**config.mk**
```make
export PLATFORM = sky130hd
export DESIGN_NAME = start_fifo_srl_ctrl_flat
export DESIGN_NICKNAME = d
export VERILOG_FILES = /design/src/rtl/start_fifo_srl_ctrl_pkg.sv /design/src/rtl/start_fifo_srl_ctrl_if.sv /design/src/rtl/start_fifo_srl_ctrl_storage.sv /design/src/rtl/start_fifo_srl_ctrl.sv /design/src/flat_wrapper.sv
export SDC_FILE = /design/constraint.sdc
export NUM_CORES = 1
export LEC_CHECK = 0
export BUFFER_PORTS_ARGS = -buffer_cell sky130_fd_sc_hd__buf_2
export CAP_MARGIN = 20
export CELL_PAD_IN_SITES_DETAIL_PLACEMENT = 1
export CELL_PAD_IN_SITES_GLOBAL_PLACEMENT = 2
export CORE_AREA = 5 5 42 44
export CTS_CLUSTER_DIAMETER = 200
export DETAILED_ROUTE_END_ITERATION = 8
export DIE_AREA = 0 0 47 49
export GPL_TIMING_DRIVEN = 0
export PLACE_DENSITY_LB_ADDON = 0.1
export SYNTH_ARGS = -nofsm -noshare
export SYNTH_HDL_FRONTEND = slang
export SYNTH_HIERARCHICAL = 1
export SYNTH_SLANG_ARGS = --single-unit
```
**constraint.sdc**
```tcl
create_clock -name clk -period 2 [get_ports clk]
set_input_delay 0.4 -clock clk [delete_from_list [all_inputs] [get_ports clk]]
set_output_delay 0.4 -clock clk [all_outputs]
set_load 0.02 [all_outputs]
```
**src/rtl/start_fifo_srl_ctrl_pkg.sv**
```systemverilog
// start_fifo_srl_ctrl_pkg: FIFO parameter defaults, clog2 helper and occupancy width helper
package start_fifo_srl_ctrl_pkg;
  localparam int DATA_WIDTH_DEF = 1;
  localparam int DEPTH_DEF = 2;
  function automatic int clog2(input int n);
    int r;
    r = 0;
    for (int i = 0; i < 32; i++) if ((1 << r) < n) r++;
    return (r < 1) ? 1 : r;
  endfunction
  localparam int ADDR_WIDTH_DEF = clog2(DEPTH_DEF);
  function automatic int cnt_width(input int aw);
    return aw + 1;
  endfunction
endpackage

```
**src/rtl/start_fifo_srl_ctrl_if.sv**
```systemverilog
// start_fifo_srl_ctrl_if: HLS FIFO handshake bundle; slave = FIFO (drives full_n/empty_n/dout/num_data), master = producer+consumer
interface start_fifo_srl_ctrl_if #(
  parameter int DATA_WIDTH = 1,
  parameter int ADDR_WIDTH = 1
);
  logic                  if_full_n;
  logic                  if_write_ce;
  logic                  if_write;
  logic [DATA_WIDTH-1:0] if_din;
  logic                  if_empty_n;
  logic                  if_read_ce;
  logic                  if_read;
  logic [DATA_WIDTH-1:0] if_dout;
  logic [ADDR_WIDTH:0]   if_num_data;
  modport slave (
    output if_full_n, if_empty_n, if_dout, if_num_data,
    input  if_write_ce, if_write, if_din, if_read_ce, if_read
  );
  modport master (
    input  if_full_n, if_empty_n, if_dout, if_num_data,
    output if_write_ce, if_write, if_din, if_read_ce, if_read
  );
endinterface

```
**src/rtl/start_fifo_srl_ctrl_storage.sv**
```systemverilog
// start_fifo_srl_storage: unreset DEPTH x DATA_WIDTH shift array; we shifts din into slot 0, dout = mem[addr]
module start_fifo_srl_storage #(
  parameter int DATA_WIDTH = 1,
  parameter int ADDR_WIDTH = 1,
  parameter int DEPTH = 2
) (
  input  logic                  clk,
  input  logic                  we,
  input  logic [ADDR_WIDTH-1:0] addr,
  input  logic [DATA_WIDTH-1:0] din,
  output logic [DATA_WIDTH-1:0] dout
);
  logic [DATA_WIDTH-1:0] mem [DEPTH];
  always_ff @(posedge clk) begin
    if (we) begin
      mem[0] <= din;
      for (int i = 1; i < DEPTH; i++) mem[i] <= mem[i-1];
    end
  end
  assign dout = (int'(addr) < DEPTH) ? mem[addr] : '0;
endmodule

```
**src/rtl/start_fifo_srl_ctrl.sv**
```systemverilog
// start_fifo_srl_ctrl: SRL start-token FIFO control; ports clk, reset, f (slave: full_n/write_ce/write/din, empty_n/read_ce/read/dout, num_data)
module start_fifo_srl_ctrl
  import start_fifo_srl_ctrl_pkg::*;
#(
  parameter int DATA_WIDTH = DATA_WIDTH_DEF,
  parameter int ADDR_WIDTH = ADDR_WIDTH_DEF,
  parameter int DEPTH = DEPTH_DEF
) (
  input logic clk,
  input logic reset,
  start_fifo_srl_ctrl_if.slave f
);
  localparam int CW = cnt_width(ADDR_WIDTH);
  logic [CW-1:0]         cnt_q, cnt_d;
  logic [ADDR_WIDTH-1:0] addr_q, addr_d;
  logic                  empty_n_q, empty_n_d, full_n_q, full_n_d;
  logic                  push, pop;
  logic [DATA_WIDTH-1:0] dout;
  always_comb begin
    push = f.if_write & f.if_write_ce & full_n_q;
    pop = f.if_read & f.if_read_ce & empty_n_q;
    cnt_d = (push & ~pop) ? cnt_q + 1'b1 : (pop & ~push) ? cnt_q - 1'b1 : cnt_q;
    addr_d = (cnt_d == '0) ? '0 : ADDR_WIDTH'(cnt_d - 1'b1);
    empty_n_d = cnt_d != '0;
    full_n_d = cnt_d != CW'(DEPTH);
  end
  always_ff @(posedge clk) begin
    if (reset) begin
      cnt_q <= '0;
      addr_q <= '0;
      empty_n_q <= 1'b0;
      full_n_q <= 1'b1;
    end else begin
      cnt_q <= cnt_d;
      addr_q <= addr_d;
      empty_n_q <= empty_n_d;
      full_n_q <= full_n_d;
    end
  end
  start_fifo_srl_storage #(
    .DATA_WIDTH(DATA_WIDTH),
    .ADDR_WIDTH(ADDR_WIDTH),
    .DEPTH(DEPTH)
  ) u_storage (
    .clk(clk),
    .we(push),
    .addr(addr_q),
    .din(f.if_din),
    .dout(dout)
  );
  assign f.if_full_n = full_n_q;
  assign f.if_empty_n = empty_n_q;
  assign f.if_dout = dout;
  assign f.if_num_data = cnt_q;
endmodule
```
**src/flat_wrapper.sv**
```systemverilog
// flat-port wrapper written by rule: the top's interface ports become plain ports
module start_fifo_srl_ctrl_flat import start_fifo_srl_ctrl_pkg::*;
#(
  parameter int DATA_WIDTH = DATA_WIDTH_DEF,
  parameter int ADDR_WIDTH = ADDR_WIDTH_DEF,
  parameter int DEPTH = DEPTH_DEF
)
  (clk, reset, f_if_full_n, f_if_empty_n, f_if_dout, f_if_num_data, f_if_write_ce, f_if_write, f_if_din, f_if_read_ce, f_if_read);
  start_fifo_srl_ctrl_if #(.DATA_WIDTH(DATA_WIDTH), .ADDR_WIDTH(ADDR_WIDTH)) f_i ();
  input logic clk;
  input logic reset;
  output wire logic [$bits(f_i.if_full_n)-1:0] f_if_full_n;
  output wire logic [$bits(f_i.if_empty_n)-1:0] f_if_empty_n;
  output wire logic [$bits(f_i.if_dout)-1:0] f_if_dout;
  output wire logic [$bits(f_i.if_num_data)-1:0] f_if_num_data;
  input wire logic [$bits(f_i.if_write_ce)-1:0] f_if_write_ce;
  input wire logic [$bits(f_i.if_write)-1:0] f_if_write;
  input wire logic [$bits(f_i.if_din)-1:0] f_if_din;
  input wire logic [$bits(f_i.if_read_ce)-1:0] f_if_read_ce;
  input wire logic [$bits(f_i.if_read)-1:0] f_if_read;
  assign f_if_full_n = f_i.if_full_n;
  assign f_if_empty_n = f_i.if_empty_n;
  assign f_if_dout = f_i.if_dout;
  assign f_if_num_data = f_i.if_num_data;
  assign f_i.if_write_ce = f_if_write_ce;
  assign f_i.if_write = f_if_write;
  assign f_i.if_din = f_if_din;
  assign f_i.if_read_ce = f_if_read_ce;
  assign f_i.if_read = f_if_read;
  start_fifo_srl_ctrl #(.DATA_WIDTH(DATA_WIDTH), .ADDR_WIDTH(ADDR_WIDTH), .DEPTH(DEPTH)) u_core (.clk(clk), .reset(reset), .f(f_i));
endmodule
```
==> reports/metrics.csv <==
metric,value,unit
outcome,completed,
TritonCTS Buffers,3,
Setup Viol. Count Final,0,
antenna violations before repair,0,
max-slew violations,0,
DR DRC count,0,
Sw Ratio,28.5,%
Synth Area per Inst,12.1,um^2
Async SR Flop Fraction,0,%
clock-pin slew on the worst setup and hold paths,0.05,ns
Min-Delay Path Class,primary input to flip-flop,
Final Core Density,31.3,%
Worst-Margin Slew,0.392,ns
post-route clock period utilization,73.3,%
Hold EP,u_core/u_storage/mem[0]$_DFFE_PP_,
clock sinks,7,
Post-synth EDFFs,2,
drt total wl,760,um
crit-path max FO,2,
TritonRoute pass-1 iters,3,
RSZ-0062 raised after global routing,no,
Via-to-Cell Ratio,4.53,
postcts setup bufs,0,
Worst R2R End,u_core/f.if_num_data[1]$_SDFF_PP0_,
Post-DP HPWL,610,um
die area,2300,um^2
CTS Hold Bufs,0,
mapped cell area,338,um^2
ys flop type,dfxtp_1,
1st-iter DRT viols,6,
PortBufs,11,
Clock Skews,0.000197,ns
final net count,51,
f_max,682,MHz
Crit Path Class,flip-flop to output pin,
largest net degree at the start of global routing,8,
"critical path, cell by cell","mux2_4, buf_2",
Core Region,1400,um^2
CP Launch Type,flip-flop,
Crit path max-delay family,flip-flops,
worst-case clock buffer depth,2,
vias in the first global route,306,
Internal,0.269,mW
R2R depth,4,
Synth cell types,18,
die height,49,um
worst skew pair latency,0.25,ns
clock share of power,34.8,%
PostCTS Resize Cnt,0,
Synth top area share,29.6,%
synth top area cells,"dfxtp_1 30%, edfxtp_1 18%, mux2_2 6.7%",
syn nets,35,
WHS Path Cells,1,
Die Wd,47,um
Place WS,0.514,ns
final hold violations,0,
CTS tree,built,
setup tns final,0,ns
Overflow after GRT,0,
synthesis-to-finish area growth,30.0,%
synth warn,6,
Worst R2R Start,u_core/f.if_full_n$_SDFF_PP1_,
Logic pwr share,19.4,%
Bufs and invs on worst path,1,
Slew HR,73.7,%
hold_sp,f_if_din,
first-pass GRT wire length,1220,um
max_cap viols,0,
"FF+latch count, synth",7,
largest area contributor in the netlist,dfxtp_1,
WP data required,1.60,ns
gr usage total,8.05,%
arrival time at the worst endpoint,1.07,ns
Setup crit end kind,output pin,
top-count cell post-synth,dfxtp_1,
H-Tree Depth,1,
DR WL/cell,12.9,um
worst setup margin,0.534,ns
critical path's slowest cell,edfxtp_1,
Mapped Cells,28,
root buffer cell,clkbuf_4,
vias post-DR,267,
Top Ports,12,
"Largest stage delay, worst path",0.39,ns
share of cells above drive strength 1,48.8,%
RePlAce Congestion,0.700,
initial core utilization,24.1,%
Sequential Power Share,45.8,%
power density over the cells,858,nW/um^2
ANT cells,0,
Lkg Pwr,0.184,nW
Rows,14,
NetSw,0.108,mW
Max IR drop VDD,351,uV
worst reg-to-reg setup slack,0.73,ns
post-route ant nets,0,
Tmin final,1.47,ns
"Seq/Total Area, Yosys",47.4,%
layer usage:
layer | vias up | share of wire [%] | wire length, um | global-route usage (%)
met5 | - | 0 | 0 | 0
met1 | 122 | 38 | 288 | 7.74
met3 | 4 | 8.2 | 62 | 2.58
li1 | 131 | - | - | -
met2 | 10 | 49 | 374 | 11.5
met4 | 0 | 4.7 | 36 | 9.68
worst reg2reg max path, delay by kind of cell (launching register included):
| family | cells | cell delay, ns |
|---|---|---|
| muxes | 2 | 0.50 |
| DFF | 1 | 0.31 |
| and+or+nand+nor | 2 | 0.34 |
area by class of cell:
| type | instances | area, um^2 |
|---|---|---|
| fill | 180 | 962 |
| multi-input combinational | 20 | 174 |
| sequential | 7 | 160 |
| timing repair buffer | 11 | 55.1 |
| clock buffer | 4 | 26.3 |
| tap | 16 | 20.0 |
| inverter | 1 | 3.75 |
registers in the layout (all words and copies together), names as in the netlist:
| name | flops |
|---|---|
| u_core/addr_q | 1 |
| u_core/f.if_empty_n | 1 |
| u_core/f.if_full_n | 1 |
| u_core/f.if_num_data | 2 |
| u_core/u_storage/mem | 2 |
cells by family after synthesis:
| group | Yosys count | synth area share (%) |
|---|---|---|
| AOI/OAI and AO/OA | 3 | 9.26 |
| xor gates and xnor gates | 2 | 5.19 |
| buffers and inverters | 1 | 1.11 |
| DFF | 7 | 47.4 |
| muxes | 5 | 17.0 |
| and+or+nand+nor | 10 | 20.0 |
power groups by stage:
stage / logic [mW] / registers [mW] / clock network [mW]
2_1_floorplan: 0.0389 / 0.184 / 0
3_3_place_gp: 0.0719 / 0.174 / 0
3_5_place_dp: 0.0740 / 0.176 / 0
4_1_cts: 0.0745 / 0.173 / 0.138
5_1_grt: 0.0796 / 0.175 / 0.149
6_report: 0.0731 / 0.173 / 0.131
cells in the final DEF (no fill, tap or decap), types with 2 or more instances in the layout:
cell	n
edfxtp_1	2
nor2_1	2
mux2i_1	2
dfxtp_1	5
nand3_2	2
nand2b_1	2
buf_2	11
clkbuf_4	3
mux2_2	2
worst max-delay path by stage:
stage / slack (ns) / cells past startpoint / end / startpoint
2_1_floorplan: 0.66 / 4 / u_core/f.if_num_data[1]$_SDFF_PP0_ / u_core/f.if_empty_n$_SDFF_PP0_
3_3_place_gp: 0.56 / 5 / u_core/f.if_num_data[1]$_SDFF_PP0_ / f_if_write
3_5_place_dp: 0.51 / 5 / u_core/f.if_num_data[1]$_SDFF_PP0_ / f_if_write
4_1_cts: 0.51 / 2 / f_if_dout / u_core/u_storage/mem[0]$_DFFE_PP_
5_1_grt: 0.48 / 2 / f_if_dout / u_core/u_storage/mem[0]$_DFFE_PP_
6_report: 0.53 / 2 / f_if_dout / u_core/u_storage/mem[0]$_DFFE_PP_
per-stage QoR:
step	std cells	area [um^2]	hold WS (ns)	power, mW
global route	59	439	0.310	0.403
floorplan	28	338	0.427	0.223
finish	59	439	0.325	0.377
CTS	59	439	0.319	0.386
global placement	55	413	0.440	0.246
detailed placement	55	413	0.461	0.250
(Power assumes the default switching activity.)
